[src/rtl/dense1_deserial_pkg.sv]
// Shared parameters for the dense-layer serial path: word geometry of the
// first fully-connected layer and the receive-side state encoding.
package dense1_deserial_pkg;

  localparam int N_WORDS_DENSE1 = 120;
  localparam int DATA_WIDTH     = 16;
  localparam int CNT_WIDTH      = 7;

  // Receive-side frame state.
  typedef enum logic [1:0] {
    IDLE = 2'd0,
    RECV = 2'd1,
    DONE = 2'd2
  } state_t;

endpackage : dense1_deserial_pkg

[src/rtl/dense1_deserial_if.sv]
// Framed word stream in, packed dense vector out with a valid/ack hold
// handshake. The master modport is the side that sends words and consumes
// the vector; the slave modport is the deserializer.
interface dense1_deserial_if #(
  parameter int N_WORDS    = dense1_deserial_pkg::N_WORDS_DENSE1,
  parameter int DATA_WIDTH = dense1_deserial_pkg::DATA_WIDTH,
  parameter int CNT_WIDTH  = dense1_deserial_pkg::CNT_WIDTH
);

  logic                          frame_start;
  logic                          valid;
  logic [DATA_WIDTH-1:0]         data_in;
  logic                          frame_end;
  logic                          out_ack;
  logic [N_WORDS*DATA_WIDTH-1:0] dense_out;
  logic                          out_valid;
  logic                          frame_err;
  logic                          overrun;
  logic [CNT_WIDTH-1:0]          word_cnt;

  modport master (
    output frame_start, valid, data_in, frame_end, out_ack,
    input  dense_out, out_valid, frame_err, overrun, word_cnt
  );

  modport slave (
    input  frame_start, valid, data_in, frame_end, out_ack,
    output dense_out, out_valid, frame_err, overrun, word_cnt
  );

endinterface : dense1_deserial_if

[src/rtl/dense1_deserial.sv]
// Receive-side deserializer: packs N_WORDS framed signed words into one
// parallel vector (first word in the LSBs) and holds it until acknowledged.
// Malformed frames pulse frame_err; words arriving while a full vector is
// held are dropped and pulse overrun.
module dense1_deserial #(
  parameter int N_WORDS    = dense1_deserial_pkg::N_WORDS_DENSE1,
  parameter int DATA_WIDTH = dense1_deserial_pkg::DATA_WIDTH,
  parameter int CNT_WIDTH  = dense1_deserial_pkg::CNT_WIDTH
) (
  input  logic               clk,
  input  logic               rst_n,
  dense1_deserial_if.slave   bus
);

  import dense1_deserial_pkg::*;

  localparam logic [CNT_WIDTH-1:0] LAST_IDX = CNT_WIDTH'(N_WORDS - 1);
  localparam logic [CNT_WIDTH-1:0] FULL_CNT = CNT_WIDTH'(N_WORDS);

  state_t                state;
  logic [CNT_WIDTH-1:0]  word_cnt_q;
  logic                  out_valid_q;
  logic                  frame_err_q;
  logic                  overrun_q;

  logic [DATA_WIDTH-1:0] slots [N_WORDS];

  logic                  wr_en;
  logic [CNT_WIDTH-1:0]  wr_idx;

  // Decide whether this cycle's word is stored and into which slot.
  // NOTE: every output of a combinational block gets a default first so no
  // path leaves it unassigned, which would otherwise infer a latch.
  always_comb begin
    wr_en  = 1'b0;
    wr_idx = '0;
    case (state)
      IDLE: wr_en = bus.frame_start && bus.valid;
      RECV: begin
        wr_en  = bus.valid;
        wr_idx = bus.frame_start ? '0 : word_cnt_q;
      end
      DONE: wr_en = bus.out_ack && bus.frame_start && bus.valid;
      default: wr_en = 1'b0;
    endcase
  end

  // Word storage; bit-exact copy of the incoming word into its slot.
  // NOTE: the slot array is reset because a reset must clear dense_out
  // immediately; without that requirement it could be left unreset.
  always_ff @(posedge clk or negedge rst_n) begin
    if (!rst_n) begin
      for (int i = 0; i < N_WORDS; i++) slots[i] <= '0;
    end else if (wr_en) begin
      slots[wr_idx] <= bus.data_in;
    end
  end

  // Frame state machine with registered handshake and error pulses.
  // NOTE: sequential state is updated with non-blocking assignments so every
  // register samples the pre-edge values regardless of statement order.
  always_ff @(posedge clk or negedge rst_n) begin
    if (!rst_n) begin
      state       <= IDLE;
      word_cnt_q  <= '0;
      out_valid_q <= 1'b0;
      frame_err_q <= 1'b0;
      overrun_q   <= 1'b0;
    end else begin
      frame_err_q <= 1'b0;
      overrun_q   <= 1'b0;
      case (state)
        IDLE: begin
          if (bus.frame_start) begin
            state      <= RECV;
            word_cnt_q <= CNT_WIDTH'(bus.valid);
          end
        end

        RECV: begin
          if (bus.frame_start) begin
            // Restart: the old partial frame is abandoned.
            frame_err_q <= 1'b1;
            word_cnt_q  <= CNT_WIDTH'(bus.valid);
          end else if (bus.valid && word_cnt_q == LAST_IDX) begin
            // Final word completes the frame; a coincident frame_end is fine.
            state       <= DONE;
            word_cnt_q  <= FULL_CNT;
            out_valid_q <= 1'b1;
          end else if (bus.frame_end) begin
            // Early end: partial data stays visible but is never validated.
            frame_err_q <= 1'b1;
            state       <= IDLE;
            word_cnt_q  <= '0;
          end else if (bus.valid) begin
            word_cnt_q  <= word_cnt_q + CNT_WIDTH'(1);
          end
        end

        DONE: begin
          if (bus.out_ack) begin
            out_valid_q <= 1'b0;
            if (bus.frame_start) begin
              // Ack and new frame together: no bubble between frames.
              state      <= RECV;
              word_cnt_q <= CNT_WIDTH'(bus.valid);
            end else begin
              // A bare word in the ack cycle still hits the held vector.
              state      <= IDLE;
              word_cnt_q <= '0;
              overrun_q  <= bus.valid;
            end
          end else if (bus.valid || bus.frame_start) begin
            overrun_q <= 1'b1;
          end
        end

        default: begin
          state      <= IDLE;
          word_cnt_q <= '0;
        end
      endcase
    end
  end

  // Flatten the slot array onto the packed output, slot 0 in the LSBs.
  for (genvar i = 0; i < N_WORDS; i++) begin : g_flat
    assign bus.dense_out[i*DATA_WIDTH +: DATA_WIDTH] = slots[i];
  end

  assign bus.out_valid = out_valid_q;
  assign bus.frame_err = frame_err_q;
  assign bus.overrun   = overrun_q;
  assign bus.word_cnt  = word_cnt_q;

endmodule : dense1_deserial
[src/flat_wrapper.sv]
// flat-port wrapper written by rule: the top's interface ports become plain ports
module dense1_deserial_flat import dense1_deserial_pkg::*;
#(
  parameter int N_WORDS    = dense1_deserial_pkg::N_WORDS_DENSE1,
  parameter int DATA_WIDTH = dense1_deserial_pkg::DATA_WIDTH,
  parameter int CNT_WIDTH  = dense1_deserial_pkg::CNT_WIDTH
)
  (clk, rst_n, bus_frame_start, bus_valid, bus_data_in, bus_frame_end, bus_out_ack, bus_dense_out, bus_out_valid, bus_frame_err, bus_overrun, bus_word_cnt);
  dense1_deserial_if #(.N_WORDS(N_WORDS), .DATA_WIDTH(DATA_WIDTH), .CNT_WIDTH(CNT_WIDTH)) bus_i ();
  input  logic clk;
  input  logic rst_n;
  input wire logic [$bits(bus_i.frame_start)-1:0] bus_frame_start;
  input wire logic [$bits(bus_i.valid)-1:0] bus_valid;
  input wire logic [$bits(bus_i.data_in)-1:0] bus_data_in;
  input wire logic [$bits(bus_i.frame_end)-1:0] bus_frame_end;
  input wire logic [$bits(bus_i.out_ack)-1:0] bus_out_ack;
  output wire logic [$bits(bus_i.dense_out)-1:0] bus_dense_out;
  output wire logic [$bits(bus_i.out_valid)-1:0] bus_out_valid;
  output wire logic [$bits(bus_i.frame_err)-1:0] bus_frame_err;
  output wire logic [$bits(bus_i.overrun)-1:0] bus_overrun;
  output wire logic [$bits(bus_i.word_cnt)-1:0] bus_word_cnt;
  assign bus_i.frame_start = bus_frame_start;
  assign bus_i.valid = bus_valid;
  assign bus_i.data_in = bus_data_in;
  assign bus_i.frame_end = bus_frame_end;
  assign bus_i.out_ack = bus_out_ack;
  assign bus_dense_out = bus_i.dense_out;
  assign bus_out_valid = bus_i.out_valid;
  assign bus_frame_err = bus_i.frame_err;
  assign bus_overrun = bus_i.overrun;
  assign bus_word_cnt = bus_i.word_cnt;
  dense1_deserial #(.N_WORDS(N_WORDS), .DATA_WIDTH(DATA_WIDTH), .CNT_WIDTH(CNT_WIDTH)) u_core (.clk(clk), .rst_n(rst_n), .bus(bus_i));
endmodule
[config.mk]
export PLATFORM = sky130hd
export DESIGN_NAME = dense1_deserial_flat
export DESIGN_NICKNAME = d
export VERILOG_FILES = /design/src/rtl/dense1_deserial_pkg.sv /design/src/rtl/dense1_deserial_if.sv /design/src/rtl/dense1_deserial.sv /design/src/flat_wrapper.sv
export SDC_FILE = /design/constraint.sdc
export NUM_CORES = 2
export LEC_CHECK = 0
export CORE_AREA = 2 2 767 769
export DETAILED_ROUTE_END_ITERATION = 12
export DIE_AREA = 0 0 769 771
export PLACE_DENSITY = 0.31
export SYNTH_ARGS = -nofsm -noshare
export SYNTH_HDL_FRONTEND = slang
export SYNTH_SLANG_ARGS = --single-unit
[constraint.sdc]
create_clock -name clk -period 3.7 [get_ports clk]
set_input_delay 1.11 -clock clk [delete_from_list [all_inputs] [get_ports clk]]
set_output_delay 1.11 -clock clk [all_outputs]
set_load 0.1 [all_outputs]
Word-level counts from Yosys, hierarchy flattened:

Index checks and enable logic that the tools add are counted.

* register bits after elaboration: 1932
* input port bits: 22
* output and inout bits: 1930
* logic and storage cells: 182

* add/sub/neg operators: 1
* magnitude comparators: 2
* eq/ne operators: 9
* multiplexer cells: 33
* bitwise logic cells: 1
* reduce and logical (&&, ||, !) cells: 11

Operators with widths (number)
* $bwmux W1920: 1
* $demux W16 S7: 1
* $mux W7: 8
* $pmux W7 S3: 1
* $mux W16: 1
* $mux W1: 13
* $mux W2: 5
* $ge A8 B8 Y1 const B: 1
* $lt A8 B1 Y1 const B: 1
* $not A7 Y8: 1
* $reduce_and A4 Y1: 2
* $add A7 B1 Y7 const B: 1
* $eq A7 B7 Y1 const B: 1
* $ne A2 B2 Y1 const B: 3
* $pmux W2 S3: 1
* $logic_and A1 B1 Y1: 5
* $ne A5 B4 Y1 const B: 1
* $ne A3 B2 Y1 const B: 1
* $pmux W1 S3: 1
* $reduce_and A3 Y1: 1
* $eq A2 B1 Y1 const B: 1
* $eq A2 B2 Y1 const B: 1
* $logic_not A2 Y1: 1
* $ne A2 B1 Y1 const B: 1
* other kinds (3): 3

Logic depth before layout (Yosys ltp):

* depth after elaboration: 8
* gate-level depth with buffers: 9

Worst setup path after synthesis:

No wires, ideal clock.

* path type: input to register
* from: input port bus_frame_start
* to: register u_core.slots (netlist bit u_core.bus.dense_out[133])
* setup time: 0.125 ns
* arrival: 3.229 ns
* required time: 3.575 ns
* setup slack: 0.346 ns
* stages on the path: 7
* cell sequence: buf_2 > or3b_1 > buf_2 > buf_2 > nor4_2 > buf_2 > mux2_2

* longest elaborated chain between the ends: 8
* elaborated cells on any way between the ends: 13
* classes of those cells: 2 x order compare; 6 x mux; 1 x bitwise; 4 x reduce/logical

RTL lines
* from (decl): line flat_wrapper.sv:12 `input wire logic [$bits(bus_i.frame_start)-1:0] bus_frame_start;`
* $mux W7: line dense1_deserial.sv:41 `wr_idx = bus.frame_start ? '0 : word_cnt_q;`
* $mux W7: line dense1_deserial.sv:37 `case (state)`
* $not A7 Y8 (implied by the code): line dense1_deserial.sv:55 `slots[wr_idx] <= bus.data_in;`
* $ge A8 B8 Y1 (implied by the code) / $lt A8 B1 Y1 (equally long branches): line dense1_deserial.sv:55
* $logic_and A1 B1 Y1 (implied by the code): line dense1_deserial.sv:55
* $mux W16 (implied by the code): line dense1_deserial.sv:55
* $demux W16 S7: line dense1_deserial.sv:55
* $bwmux W1920: line dense1_deserial.sv:55
* to (signal, indexed assignment): line dense1_deserial.sv:55
* to (decl): line dense1_deserial.sv:26 `logic [DATA_WIDTH-1:0] slots [N_WORDS];`

Several ways; a longest one is shown, not always the timed one.
A chain may end at the register's enable or synchronous reset.

Worst setup path after layout:

* from: input port bus_frame_start
* to: register u_core.slots (netlist bit u_core.bus.dense_out[382])

Same word-level chain as after synthesis.

==> results.md <==
* Initial antenna violation count at 52
* Die X-Extent at 769 µm
* Sequential-to-total area share from yosys stat at 0.660
* Net total in the final layout at about 6700
* Kind of critical path: input port to flip-flop
* Worst EP arrival at 4.19 ns
* Outcome: complete, no violations
* Most used DFF post-synth: dfrtp_1
* CP max FO at 15
* Die Area at 593000 µm²
* Wire per inst at 28.6 µm
* Reg clk slew, reported paths at 0.05 ns
* Dpl hpwl at 299 mm
* Worst path max stage delay at 0.59 ns
* Async SR Flop Fraction at 1.00
* DRT iter0 DRCs at 1985
* FP Rows at roughly 280
* EDFF count, synth at 0
* Post-synthesis cell type count at 65
* Slew HR at 0.242
* Final hold violation count at 0
* CTS buffer count at between 200 and 300
* Buf/Inv on CP at 6
* GRT overflow at 0
* Synth warnings at 0
* Placed insts at approximately 14000
* # DRC at 0
* Fillers at between 60000 and 70000
* Final period util at 0.922
* Final Instance Count excl. Fillers at 14700
* Most used cell, CP: buf_4
* Critical path capture point type: flip-flop
* Seq cells post-synth at 1932
* Final setup TNS at 0 ns
* Post-CTS Setup Inserts at 0
* Vias in the first global route at approximately 52000
* CP required at 4.48 ns
* HP Class: input port to async pin
* Layout Skew at 0.0592 ns
* # IOs at 1952
* Slowest stage cell, crit path: clkdlybuf4s50_1
* Final setup vio count at 0
* Syn_area_per_cell at 16.3 µm²
* Drt via density at 3.30
* Peak supply drop at about 0.39 mV
* Share of cells above drive strength 1 at 0.685
* Maximum clock rate at between 0.2 and 0.3 GHz
* Initial core utilization at 0.125
* Remaining antenna violation count at 0
* Max H-tree Level at 5
* Global Route Usage Sum at 0.136
* Die H at around 770 µm
* Syn_nets at between 4000 and 5000
* CTS tree: built
* Clock root buffer: clkbuf_16
* Post-CTS Hold Buffers at 0
* PortBufs at 1951
* Setup crit start kind: input port
* Global-route wire length before repair at 545 mm
* Pwr per Cell Area at 462 nW/µm²
* Post-CTS resize count at 0
* Leakage at 56.4 nW
* RR Endpoint: u_core.bus.dense_out[1535]
* Routability cong. at 0.746
* Clock Sink Count at 1932
* Clock Latency Late Sink at 0.95 ns
* Slew @ Worst Pin at about 1.1 ns
* WHS at 0.186 ns
* Drt pass-1 iters at 5
* Cells after synthesis at 4501
* Core area at 584000 µm²
* Crit path max-delay family: buffers and inverters
* RSZ-0062 raised after global routing: false
* WL final at 421 mm
* Max-slew violations at 0
* Minimum clock period at 3.41 ns
* Total of max-cap violations at 0
* Reg2reg start: u_core.state[1]
* Total power at 51.2 mW
* Synthesized area at 73200 µm²
* Reg-to-reg slack, setup at slightly above 0.4 ns
* Area Growth Syn to Fin at 51.4%
* Detailed-route via count at 48600
* Cells along the critical path: clkdlybuf4s50_1, buf_4, buf_4, nand2b_1, buf_4, nor3_2, buf_12, nand4_1, buf_12, mux2_2
* Clock tree buffer depth at 4
* Largest net degree at the start of global routing at 123
* Worst R2R Path Depth at 8
## placed cells by master, fill, tap and decap left out, drive strengths merged, types with 9 or more instances in the layout
master  Yosys  layout
o21ai      10      10
and2       12      12
dfrtp    1932    1932
nand2      43      43
nand4       9       9
nand3      54      54
nor4       15      15
nor2       27      27
mux2     1920    1920
diode       0      29
clkbuf    305     413
clkinv      0      41
inv         7      21
nor3       11      11
buf        82    2329
## report_power, final
part | leakage (nW) | switching [mW] | internal, mW | total, mW
Combinational | 25.3 | 3.11 | 0.690 | 3.80
Sequential | 26.9 | 0.120 | 21.3 | 21.5
Clock | 4.26 | 10.7 | 15.2 | 26.0
Total | 56.4 | 13.9 | 37.3 | 51.2
## stage by stage
step / instance area, µm² / worst slack (ns) / utilization
final: 111000 / 0.289 / 0.190
after global routing: 111000 / 0.202 / 0.190
after CTS: 111000 / 0.251 / 0.190
after detailed placement: 102000 / -0.778 / 0.175
after global placement: 102000 / -0.784 / 0.175
after floorplan: 73200 / 0.346 / -
## cell type report
class,instances,area [µm²],area share
sequential,1932,48300,0.436
multi-input combinational,2175,23600,0.213
timing repair buffer,2343,20400,0.184
tap,7782,9740,0.0878
clock buffer,403,7890,0.0712
clock inverter,64,797,0.00719
antenna,29,72.6,0.000655
inverter,7,26.3,0.000237
## flip-flops by register name, summed over array words and instances, names as in the netlist
name,count
u_core.bus.out_valid,1
u_core.bus.word_cnt,7
u_core.bus.overrun,1
u_core.bus.dense_out,1920
u_core.state,2
u_core.bus.frame_err,1
## cells by family (layout without fill, tap and decap cells)
kind of cell / after synthesis / after routing / synth area share
mux: 1921 / 1921 / 0.295
other cells: 0 / 29 / 0
fa+ha+maj: 1 / 1 / 0.000171
flops: 1932 / 1932 / 0.660
simple gates: 210 / 210 / 0.0179
compound gates: 43 / 43 / 0.00473
buf+inv: 394 / 2817 / 0.0218
## synthesized netlist by cell type (3+ instances only)
master / number / area, µm²
nor4_4: 8 / 170
nor3_2: 4 / 40.0
nand3_2: 6 / 60.1
buf_1: 7 / 26.3
and2_1: 12 / 75.1
or2_2: 3 / 18.8
nand2b_1: 6 / 37.5
dfrtp_1: 1932 / 48300
o21ai_0: 9 / 45.0
nand3b_1: 3 / 22.5
nand2_1: 41 / 154
nand3_1: 48 / 240
nand4_1: 9 / 56.3
nor3_1: 7 / 35.0
o2bb2ai_1: 3 / 26.3
nor4_1: 4 / 25.0
a21oi_1: 4 / 20.0
nor2_1: 27 / 101
mux2_2: 1919 / 21600
clkbuf_1: 305 / 1140
inv_1: 7 / 26.3
a211oi_1: 4 / 30.0
nor4_2: 3 / 37.5
nor2b_1: 7 / 43.8
and3_1: 3 / 18.8
buf_2: 68 / 340
buf_4: 6 / 45.0
## how the worst max path moves through the flow
stage	from	to	slack (ns)	cells past startpoint
2_1_floorplan	bus_frame_start	u_core.bus.dense_out[133]	0.35	7
3_3_place_gp	bus_frame_start	u_core.bus.dense_out[361]	-0.78	7
3_5_place_dp	bus_frame_start	u_core.bus.dense_out[382]	-0.78	10
4_1_cts	u_core.state[1]	u_core.bus.dense_out[1535]	0.25	8
5_1_grt	u_core.state[1]	u_core.bus.dense_out[1521]	0.20	8
6_report	bus_frame_start	u_core.bus.dense_out[382]	0.29	10
## layer usage
metal,global-route usage,share of wire
met1,0.164,0.41
met2,0.230,0.48
met3,0.0486,0.086
met4,0.0354,0.028
met5,0,0
Note: power is estimated with default switching activity, not from simulation.
